[src/rtl/instr_encoder.sv]
// MIPS32 instruction encoder feeding an in-order FIFO that drains into the instruction-memory write port.
// Optional feature: define ENC_ILLEGAL_CHECK_EN to drop illegal ops and raise a sticky err_illegal.
module instr_encoder #(
  parameter int DEPTH  = 4,
  parameter int ADDR_W = 8
) (
  input  logic                     clk,
  input  logic                     rst_n,
  input  logic                     in_valid,
  output logic                     in_ready,
  input  logic [3:0]               in_op,
  input  logic [4:0]               in_rs,
  input  logic [4:0]               in_rt,
  input  logic [4:0]               in_rd,
  input  logic [15:0]              in_imm,
  input  logic [25:0]              in_target,
  input  logic                     addr_clear,
  output logic                     imem_we,
  input  logic                     imem_ready,
  output logic [ADDR_W-1:0]        imem_addr,
  output logic [31:0]              imem_wdata,
  output logic [$clog2(DEPTH):0]   fifo_level,
  output logic                     err_illegal
);

  localparam int PTR_W = $clog2(DEPTH);
  localparam logic [PTR_W:0]    LVL_ONE  = (PTR_W+1)'(1);
  localparam logic [PTR_W:0]    LVL_FULL = (PTR_W+1)'(DEPTH);
  localparam logic [PTR_W-1:0]  PTR_ONE  = PTR_W'(1);
  localparam logic [ADDR_W-1:0] ADDR_ONE = ADDR_W'(1);

  typedef enum logic [3:0] {
    OP_ADD  = 4'd0,
    OP_SUB  = 4'd1,
    OP_AND  = 4'd2,
    OP_OR   = 4'd3,
    OP_SLT  = 4'd4,
    OP_LW   = 4'd5,
    OP_SW   = 4'd6,
    OP_BEQ  = 4'd7,
    OP_ADDI = 4'd8,
    OP_J    = 4'd9
  } op_e;

  logic [31:0]      mem [DEPTH];
  logic [PTR_W-1:0] wr_ptr, rd_ptr;
  logic [PTR_W:0]   count;
  logic [31:0]      enc_word;
  logic             illegal;
  logic             accept, push, pop, full, empty;

  always_comb begin
    enc_word = '0;
    illegal  = 1'b0;
    case (in_op)
      OP_ADD:  enc_word = {6'h00, in_rs, in_rt, in_rd, 5'h00, 6'h20};
      OP_SUB:  enc_word = {6'h00, in_rs, in_rt, in_rd, 5'h00, 6'h22};
      OP_AND:  enc_word = {6'h00, in_rs, in_rt, in_rd, 5'h00, 6'h24};
      OP_OR:   enc_word = {6'h00, in_rs, in_rt, in_rd, 5'h00, 6'h25};
      OP_SLT:  enc_word = {6'h00, in_rs, in_rt, in_rd, 5'h00, 6'h2A};
      OP_LW:   enc_word = {6'h23, in_rs, in_rt, in_imm};
      OP_SW:   enc_word = {6'h2B, in_rs, in_rt, in_imm};
      OP_BEQ:  enc_word = {6'h04, in_rs, in_rt, in_imm};
      OP_ADDI: enc_word = {6'h08, in_rs, in_rt, in_imm};
      OP_J:    enc_word = {6'h02, in_target};
      default: illegal  = 1'b1;
    endcase
  end

  assign full     = (count == LVL_FULL);
  assign empty    = (count == '0);
  assign in_ready = !full;
  assign imem_we  = !empty;
  assign accept   = in_valid && in_ready;
  assign pop      = imem_we && imem_ready;

`ifdef ENC_ILLEGAL_CHECK_EN
  assign push = accept && !illegal;

  always_ff @(posedge clk or negedge rst_n) begin
    if (!rst_n)
      err_illegal <= 1'b0;
    else if (accept && illegal)
      err_illegal <= 1'b1;
  end
`else
  // Illegal ops fall through the decoder with enc_word = 0, i.e. a NOP.
  assign push        = accept;
  assign err_illegal = 1'b0;
`endif

  // Storage carries no reset: the empty flag masks stale contents on imem_wdata.
  always_ff @(posedge clk) begin
    if (push)
      mem[wr_ptr] <= enc_word;
  end

  assign imem_wdata = empty ? '0 : mem[rd_ptr];
  assign fifo_level = count;

  always_ff @(posedge clk or negedge rst_n) begin
    if (!rst_n) begin
      wr_ptr <= '0;
      rd_ptr <= '0;
      count  <= '0;
    end else begin
      if (push) wr_ptr <= wr_ptr + PTR_ONE;
      if (pop)  rd_ptr <= rd_ptr + PTR_ONE;
      case ({push, pop})
        2'b10:   count <= count + LVL_ONE;
        2'b01:   count <= count - LVL_ONE;
        default: count <= count;
      endcase
    end
  end

  // Clear takes priority over the post-write increment.
  always_ff @(posedge clk or negedge rst_n) begin
    if (!rst_n)
      imem_addr <= '0;
    else if (addr_clear)
      imem_addr <= '0;
    else if (pop)
      imem_addr <= imem_addr + ADDR_ONE;
  end

endmodule

[config.mk]
export PLATFORM = sky130hd
export DESIGN_NAME = instr_encoder
export DESIGN_NICKNAME = d
export VERILOG_FILES = /design/src/rtl/instr_encoder.sv
export SDC_FILE = /design/constraint.sdc
export NUM_CORES = 1
export LEC_CHECK = 0
export BUFFER_PORTS_ARGS = -buffer_cell sky130_fd_sc_hd__buf_2
export CORE_ASPECT_RATIO = 1.75
export CORE_UTILIZATION = 55
export CTS_CLUSTER_SIZE = 28
export DETAILED_ROUTE_END_ITERATION = 16
export PLACE_DENSITY = 0.75
export SLEW_MARGIN = 25
export SYNTH_ARGS = -nofsm -noshare
export SYNTH_HDL_FRONTEND = slang
export SYNTH_SLANG_ARGS = --single-unit
[constraint.sdc]
create_clock -name clk -period 2.6 [get_ports clk]
set_input_delay 0.13 -clock clk [delete_from_list [all_inputs] [get_ports clk]]
set_output_delay 0.13 -clock clk [all_outputs]
set_load 0.1 [all_outputs]
==> qor_table.md, run 1 <==
| Result | Value | Unit |
|---|---|---|
| CP Buf/Inv Count | 2 | - |
| EDFF count, synth | 120 | - |
| Total global-route track usage | 24.3 | % |
| Post-detailed-route wirelength per cell | 20.0 | um |
| 1st-iter DRT viols | 157 | - |
| Die boundary height | 139 | um |
| Post-CTS setup buffer count | 0 | - |
| Setup repair after global routing missed its margin | no | - |
| Summed negative setup slack over all endpoints | 0 | ns |
| # DRC | 0 | - |
| Clock transition at the registers of the reported paths | 0.05 | ns |
| Cell Chain, Critical Path | buf_4, mux4_2, and2_1, buf_12 | - |
| Tightest Hold Check Type | in2reg | - |
| Antenna violations before repair | 0 | - |
| Max-cap check violation count | 0 | - |
| Synth Flop Type | sky130_fd_sc_hd__edfxtp_1 | - |
| Number of port buffers | 109 | - |
| Wirelength, routed | 12,000 | um |
| Bufs on Longest Clock Path | 2 | - |
| Clock Latency Late Sink | 0.41 | ns |
| Synthesized area per cell | 17.1 | um2 |
| Die boundary width | 80.1 | um |
| Ant diodes | 0 | - |
| Delay of the slowest cell on the worst path | 0.70 | ns |
| Clock tree from TritonCTS | done | - |
| Number of vias after detailed routing | 3,494 | - |
| DRT met1 WL | 4140 | um |
| Category of the most critical setup path | reg2out | - |
| Final setup violating endpoints | 0 | - |
| Core footprint | 10,300 | um2 |
| Pin count of the biggest net entering global routing | 33 | - |
| Biggest area contributors in the synthesized netlist | sky130_fd_sc_hd__edfxtp_1, sky130_fd_sc_hd__mux4_2, sky130_fd_sc_hd__dfrtp_1 | - |
| Final worst path period need | 2.43 | ns |
| Final Hold Vio Count | 0 | - |
| Number of cell rows | 49 | - |
| Total grt overflow | 0 | - |
| Initial DRT Pass Iterations | 4 | - |
| Hold Worst Slack | 0.0473 | ns |
| Ys Warns | 0 | - |
| Clock root buffer | sky130_fd_sc_hd__clkbuf_16 | - |
| Max-slew violation count | 0 | - |
| Fraction of synthesized cell area in xor and xnor cells | 1.34 | % |
| Largest family of logic cells by synthesized area | multiplexers | - |
| Worst endpoint required time | 2.47 | ns |
| Final Net Count | 535 | - |
| Placed wire-length estimate | 7500 | um |
| Async SR Flop Fraction | 11.1 | % |
| Worst Max-Slew Pin Slew | 0.950 | ns |
| Type of origin of the critical path | register | - |
| Highest routed metal layer | met4 | - |
| Count of different cell masters after synthesis | 46 | - |
| Clock sinks | 135 | - |
| H-tree level count | 4 | - |
| Top-level I/O count | 112 | - |
| Routed wire length on met3 | 746 | um |
| Max frequency | 412 | MHz |
| Post-Synthesis Cells | 342 | - |
| Utilization after layout | 74.7 | % |
| Mux share of post-synthesis cell area | 12.8 | % |
| Area growth from synthesis to layout | 31.2 | % |
| Complex-gate fraction of the synthesized area | 6.19 | % |
| Final worst-path cycle share | 93.5 | % |
| Initial Util | 56.9 | % |
| Synthesized-area fraction occupied by and/or/nand/nor cells | 7.70 | % |
| Sequential cell area fraction in the yosys report | 67.8 | % |
| Global placer's final weighted congestion | 0.701 | - |
| Highest-delay cell along the critical path | sky130_fd_sc_hd__dfrtp_2 | - |
| Cell accounting for the most synthesized area | sky130_fd_sc_hd__edfxtp_1 | - |
| Amount of wire on met2 after detailed routing | 6860 | um |
| Top-area cell type share of the netlist area | 61.4 | % |
| Worst Path Arrival | 2.30 | ns |
| CP top delay family | flip-flops | - |
| Post-synthesis share of cell area spent on full adders, half adders and majority gates | 1.62 | % |
| Antenna violation net count after detailed routing | 0 | - |
| Crit Path Max Fanout | 16 | - |
| Via count of the first global-routing pass | 3,831 | - |
| Category of the worst setup path capture point | output pin | - |
| Yosys reg bits | 135 | - |
| Max-slew headroom | 36.7 | % |
| Outcome | finished clean | - |
| Combined area of all synthesized cells | 5860 | um2 |
| Worst setup skew after layout | 0.0104 | ns |
| Share of layout cells above drive strength 1 | 41.3 | % |
| Number of clock buffers inserted by TritonCTS | 17 | - |
| Wire length of the first global-routing pass | 19,200 | um |
| Average vias per placed instance | 5.80 | - |
| DIE AREA | 11,100 | um2 |
layout make-up:
cell class / instances / area (um2)
fill: 628 / 2610
timing repair buffer: 121 / 1120
inverter: 11 / 41.3
clock buffer: 18 / 429
tap: 127 / 159
clock inverter: 14 / 206
sequential: 135 / 3990
multi-input combinational: 176 / 1750
flip-flops by register name, indices dropped and copies added, names as in the netlist:
name,cells
wr_ptr,2
fifo_level,3
rd_ptr,2
mem,120
imem_addr,8
cells by family after synthesis:
family / after synthesis
flops: 135
xor+xnor: 9
mux: 37
other cells: 1
compound gates: 46
simple gates: 75
buf+inv: 32
fa+ha+maj: 7
what timing repair did:
item / 4_1_cts / 5_1_grt
hold endpoints to repair: 22 / 0
resized for setup: 0 / 0
hold buffers: 2 / 0
stage by stage:
step	cells	setup WS, ns	cell area, um2
after floorplan	343	0.00942	5880
after global routing	602	0.0235	7690
after detailed placement	568	0.375	7040
final	602	0.170	7690
after CTS	602	0.115	7690
after global placement	568	0.452	7040
synthesized netlist by cell type, types with 4 or more instances:
| library cell | instances |
|---|---|
| sky130_fd_sc_hd__buf_2 | 10 |
| sky130_fd_sc_hd__a22o_1 | 16 |
| sky130_fd_sc_hd__nand2_1 | 5 |
| sky130_fd_sc_hd__a21oi_1 | 8 |
| sky130_fd_sc_hd__mux4_2 | 30 |
| sky130_fd_sc_hd__clkbuf_1 | 5 |
| sky130_fd_sc_hd__mux2i_1 | 4 |
| sky130_fd_sc_hd__ha_1 | 6 |
| sky130_fd_sc_hd__a221o_1 | 6 |
| sky130_fd_sc_hd__dfrtp_1 | 15 |
| sky130_fd_sc_hd__and3_1 | 4 |
| sky130_fd_sc_hd__and2_1 | 34 |
| sky130_fd_sc_hd__nor2_1 | 9 |
| sky130_fd_sc_hd__inv_1 | 11 |
| sky130_fd_sc_hd__xnor2_1 | 6 |
| sky130_fd_sc_hd__edfxtp_1 | 120 |
| sky130_fd_sc_hd__nor2b_1 | 4 |
cell usage in the layout, fill, tap and decap left out, types with 2 or more instances in the layout:
cell and instances:
sky130_fd_sc_hd__nor2b_1 4, sky130_fd_sc_hd__dfrtp_2 3, sky130_fd_sc_hd__buf_4 9, sky130_fd_sc_hd__buf_12 32, sky130_fd_sc_hd__dlygate4sd3_1 2, sky130_fd_sc_hd__buf_2 78
sky130_fd_sc_hd__bufinv_16 5, sky130_fd_sc_hd__edfxtp_1 120, sky130_fd_sc_hd__or3_1 3, sky130_fd_sc_hd__xnor2_1 6, sky130_fd_sc_hd__nand2b_1 3, sky130_fd_sc_hd__mux4_2 30
sky130_fd_sc_hd__nand3_1 2, sky130_fd_sc_hd__clkinvlp_4 4, sky130_fd_sc_hd__clkinv_2 2, sky130_fd_sc_hd__and3_2 4, sky130_fd_sc_hd__a221o_1 6, sky130_fd_sc_hd__mux2_2 3
sky130_fd_sc_hd__dfrtp_1 11, sky130_fd_sc_hd__a21oi_1 8, sky130_fd_sc_hd__nand2_1 5, sky130_fd_sc_hd__o32ai_1 2, sky130_fd_sc_hd__or4_1 2, sky130_fd_sc_hd__clkbuf_16 17
sky130_fd_sc_hd__clkinv_1 2, sky130_fd_sc_hd__o31ai_2 2, sky130_fd_sc_hd__xor2_1 3, sky130_fd_sc_hd__o22ai_1 2, sky130_fd_sc_hd__conb_1 2, sky130_fd_sc_hd__o31ai_1 2
sky130_fd_sc_hd__ha_1 6, sky130_fd_sc_hd__and2_1 33, sky130_fd_sc_hd__a22o_1 16, sky130_fd_sc_hd__inv_1 11, sky130_fd_sc_hd__o21ai_0 3, sky130_fd_sc_hd__mux2i_1 4
sky130_fd_sc_hd__nor2_1 9
per-layer routing:
layer / track usage (%) / vias up
met5: 0 / -
met4: 11.7 / 0
met3: 6.38 / 24
met2: 43.1 / 138
met1: 26.0 / 1748
li1: - / 1584
worst register-to-register path, stage by stage, from the launching register on:
cell and delay (ns):
sky130_fd_sc_hd__dfrtp_2 0.44, sky130_fd_sc_hd__or3b_4 0.44, sky130_fd_sc_hd__and2_4 0.19, sky130_fd_sc_hd__inv_1 0.05
sky130_fd_sc_hd__ha_1 0.17, sky130_fd_sc_hd__inv_1 0.06, sky130_fd_sc_hd__fa_1 0.37, sky130_fd_sc_hd__xor2_1 0.15
sky130_fd_sc_hd__nor2_1 0.11, sky130_fd_sc_hd__xor2_1 0.17
path summary, 6_finish.rpt:
| check | start | to | slack (ns) | cells after the start |
|---|---|---|---|---|
| max | rd_ptr[0]$_DFFE_PN0P_ | imem_wdata[14] | 0.17 | 4 |
| min | imem_ready | rd_ptr[1]$_DFFE_PN0P_ | 0.05 | 3 |
| max reg2reg | fifo_level[1]$_DFFE_PN0P_ | fifo_level[2]$_DFFE_PN0P_ | 0.38 | 9 |
| min reg2reg | fifo_level[0]$_DFFE_PN0P_ | fifo_level[0]$_DFFE_PN0P_ | 0.55 | 1 |
| max in group asynchronous | rst_n | fifo_level[2]$_DFFE_PN0P_ | 2.14 | 2 |
| min in group asynchronous | rst_n | fifo_level[2]$_DFFE_PN0P_ | 0.18 | 2 |
Power of run 1 is not shown: default switching activity piles up to over one toggle a cycle in this logic, so the estimate is an artifact.
==> run 2: changes to the inputs <==
--- a/config.mk
+++ b/config.mk
@@ -11,6 +11,7 @@
 export CTS_CLUSTER_SIZE = 28
 export DETAILED_ROUTE_END_ITERATION = 16
 export PLACE_DENSITY = 0.75
+export SETUP_SLACK_MARGIN = 0.5
 export SLEW_MARGIN = 25
 export SYNTH_ARGS = -nofsm -noshare
 export SYNTH_HDL_FRONTEND = slang
==> run 2 against run 1 <==
- worst hold slack got worse by 0.0073 ns
- sequential cell count unchanged
- critical path depth increased by 1
- global-route usage increased by 2.0 points
- via count increased by 3.5%
- routed wire length increased by 9.9%
- worst setup slack improved by 0.29 ns
- count of clock-buffer cells in the layout increased by 1
- critical endpoint is now imem_wdata[23]
- largest cell class unchanged
==> qor_table.md, run 2 (synthesized netlist as in run 1, its figures left out) <==
| Result | Value | Unit | Delta |
|---|---|---|---|
| Antenna violations before repair | 0 | - | unchanged |
| Initial DRT Pass Iterations | 5 | - | +1 |
| Final worst path period need | 2.14 | ns | -0.291 ns |
| Category of the worst setup path capture point | output pin | - |  |
| Worst Max-Slew Pin Slew | 0.850 | ns | -0.100 ns |
| Top register by number of flip-flops | mem | - |  |
| Final Hold Vio Count | 0 | - | unchanged |
| Share of layout cells above drive strength 1 | 47.3 | % | +6.0 points |
| Leading cell type in the layout, fill and taps excluded | sky130_fd_sc_hd__edfxtp_1 | - |  |
| Setup slack, reg-to-reg | 0.50 | ns | +0.12 ns |
| Number of clock buffers inserted by TritonCTS | 17 | - | unchanged |
| Antenna violation net count after detailed routing | 0 | - | unchanged |
| Die boundary height | 139 | um | unchanged |
| Number of flip-flops in the largest register | 120 | - | unchanged |
| # DRC | 0 | - | unchanged |
| Summed negative setup slack over all endpoints | 0 | ns | unchanged |
| Top-level I/O count | 112 | - | unchanged |
| Final Net Count | 542 | - | +1.3% |
| Number of port buffers | 109 | - | unchanged |
| Core footprint | 10,300 | um2 | unchanged |
| Die boundary width | 80.1 | um | unchanged |
| H-tree level count | 4 | - | unchanged |
| Clock root buffer | sky130_fd_sc_hd__clkbuf_16 | - |  |
| Worst endpoint required time | 2.47 | ns | about the same |
| Wire length of the first global-routing pass | 20,600 | um | +7.3% |
| Average vias per placed instance | 5.94 | - | +2.4% |
| Hold Worst Slack | 0.0399 | ns | -0.00733 ns |
| Sequential cell area | 3990 | um2 | about the same |
| Placed wire-length estimate | 7590 | um | +1.2% |
| Max-slew violation count | 0 | - | unchanged |
| Clock sinks | 135 | - | unchanged |
| Bufs on Longest Clock Path | 2 | - | unchanged |
| Global placer's final weighted congestion | 0.726 | - | +3.5% |
| Max-cap check violation count | 0 | - | unchanged |
| Clock Latency Late Sink | 0.41 | ns | about the same |
| Total global-route track usage | 26.3 | % | +2.0 points |
| Area growth from synthesis to layout | 33.3 | % |  |
| Category of the most critical setup path | reg2out | - |  |
| Area taken by multi-input logic gates | 1830 | um2 | +4.4% |
| Wirelength, routed | 13,200 | um | +9.9% |
| Tightest Hold Check Type | in2reg | - |  |
| Commonest non-fill, non-tap cells in the layout | sky130_fd_sc_hd__edfxtp_1, sky130_fd_sc_hd__buf_2, sky130_fd_sc_hd__buf_12 | - |  |
| Initial Util | 56.9 | % | unchanged |
| Ant diodes | 0 | - | unchanged |
| Crit Path Max Fanout | 8 | - | -8 |
| 1st-iter DRT viols | 213 | - | +36% |
| DIE AREA | 11,100 | um2 | unchanged |
| Post-detailed-route wirelength per cell | 21.7 | um | +8.6% |
| Clock transition at the registers of the reported paths | 0.05 | ns | about the same |
| Total grt overflow | 0 | - | unchanged |
| Number of cell rows | 49 | - | unchanged |
| Final-layout fill cell count | 593 | - | -5.6% |
| Max frequency | 467 | MHz | +14% |
| Clock tree from TritonCTS | done | - |  |
| Worst setup skew after layout | 0.00597 | ns | -0.00447 ns |
| Number of vias after detailed routing | 3,618 | - | +3.5% |
| Pin count of the biggest net entering global routing | 33 | - | unchanged |
| Via count of the first global-routing pass | 3,924 | - | +2.4% |
| Max-slew headroom | 43.3 | % | +6.7 points |
| Final setup violating endpoints | 0 | - | unchanged |
| Outcome | finished clean | - |  |
| Final worst-path cycle share | 82.3 | % | -11 points |
| Setup repair after global routing missed its margin | yes | - |  |
| Type of origin of the critical path | register | - |  |
| Worst Path Arrival | 2.01 | ns | -0.29 ns |
## run 2: changes by cell type in the layout (fill, tap and decap cells not counted), sizes merged
cell,change
clkinvlp,-3
bufinv,-3
clkinv,+5
buf,+7
clkbuf,+1
## run 2: critical path, cell delays in order (launching register included)
cell and delay, ns:
sky130_fd_sc_hd__dfrtp_2 0.43, sky130_fd_sc_hd__buf_6 0.14, sky130_fd_sc_hd__buf_12 0.13, sky130_fd_sc_hd__mux4_2 0.55, sky130_fd_sc_hd__and2_4 0.19, sky130_fd_sc_hd__buf_12 0.16
## run 2: cell type report
type	count	share of cell area (%)
sequential	135	51.0
multi-input combinational	176	23.4
timing repair buffer	128	16.0
clock buffer	19	5.54
tap	127	2.03
clock inverter	13	1.44
inverter	11	0.528
## run 2: metrics by stage
step / instance area, um2 / instances / setup slack, ns / utilization, %
after floorplan: 5920 / 343 / 0.0936 / -
after global placement: 7050 / 564 / 0.425 / 68.4
after detailed placement: 7050 / 564 / 0.360 / 68.4
after CTS: 7740 / 606 / 0.435 / 75.2
after global routing: 7820 / 609 / 0.387 / 75.9
final: 7820 / 609 / 0.461 / 75.9
## run 2: path summary, 6_finish.rpt
kind,from,end,cells past startpoint
setup reg to reg,fifo_level[0]$_DFFE_PN0P_,fifo_level[2]$_DFFE_PN0P_,9
max in group asynchronous,rst_n,fifo_level[0]$_DFFE_PN0P_,2
min in group asynchronous,rst_n,imem_addr[4]$_DFFE_PN0P_,2
hold reg to reg,rd_ptr[1]$_DFFE_PN0P_,rd_ptr[1]$_DFFE_PN0P_,1
hold / removal,imem_ready,rd_ptr[1]$_DFFE_PN0P_,3
setup / recovery,rd_ptr[0]$_DFFE_PN0P_,imem_wdata[23],5
## run 2: metal layers
| layer | part of all wire (%) | routed length (um) | global-route usage [%] |
|---|---|---|---|
| met1 | 35 | 4630 | 28.6 |
| met2 | 58 | 7650 | 47.0 |
| met3 | 5.0 | 655 | 6.71 |
| met4 | 2.2 | 293 | 11.7 |
| met5 | 0 | 0 | 0 |
## run 2: repair_timing
action                                 4_1_cts  5_1_grt
setup endpoints to repair                   31       32
endpoints found under the hold margin       22        0
hold buffers                                 2        0
buffers inserted                             5        3
gates resized for setup                      3       21
gates cloned                                 3        0
pin swaps                                    1        4
Power of run 2 is left out for the same reason.
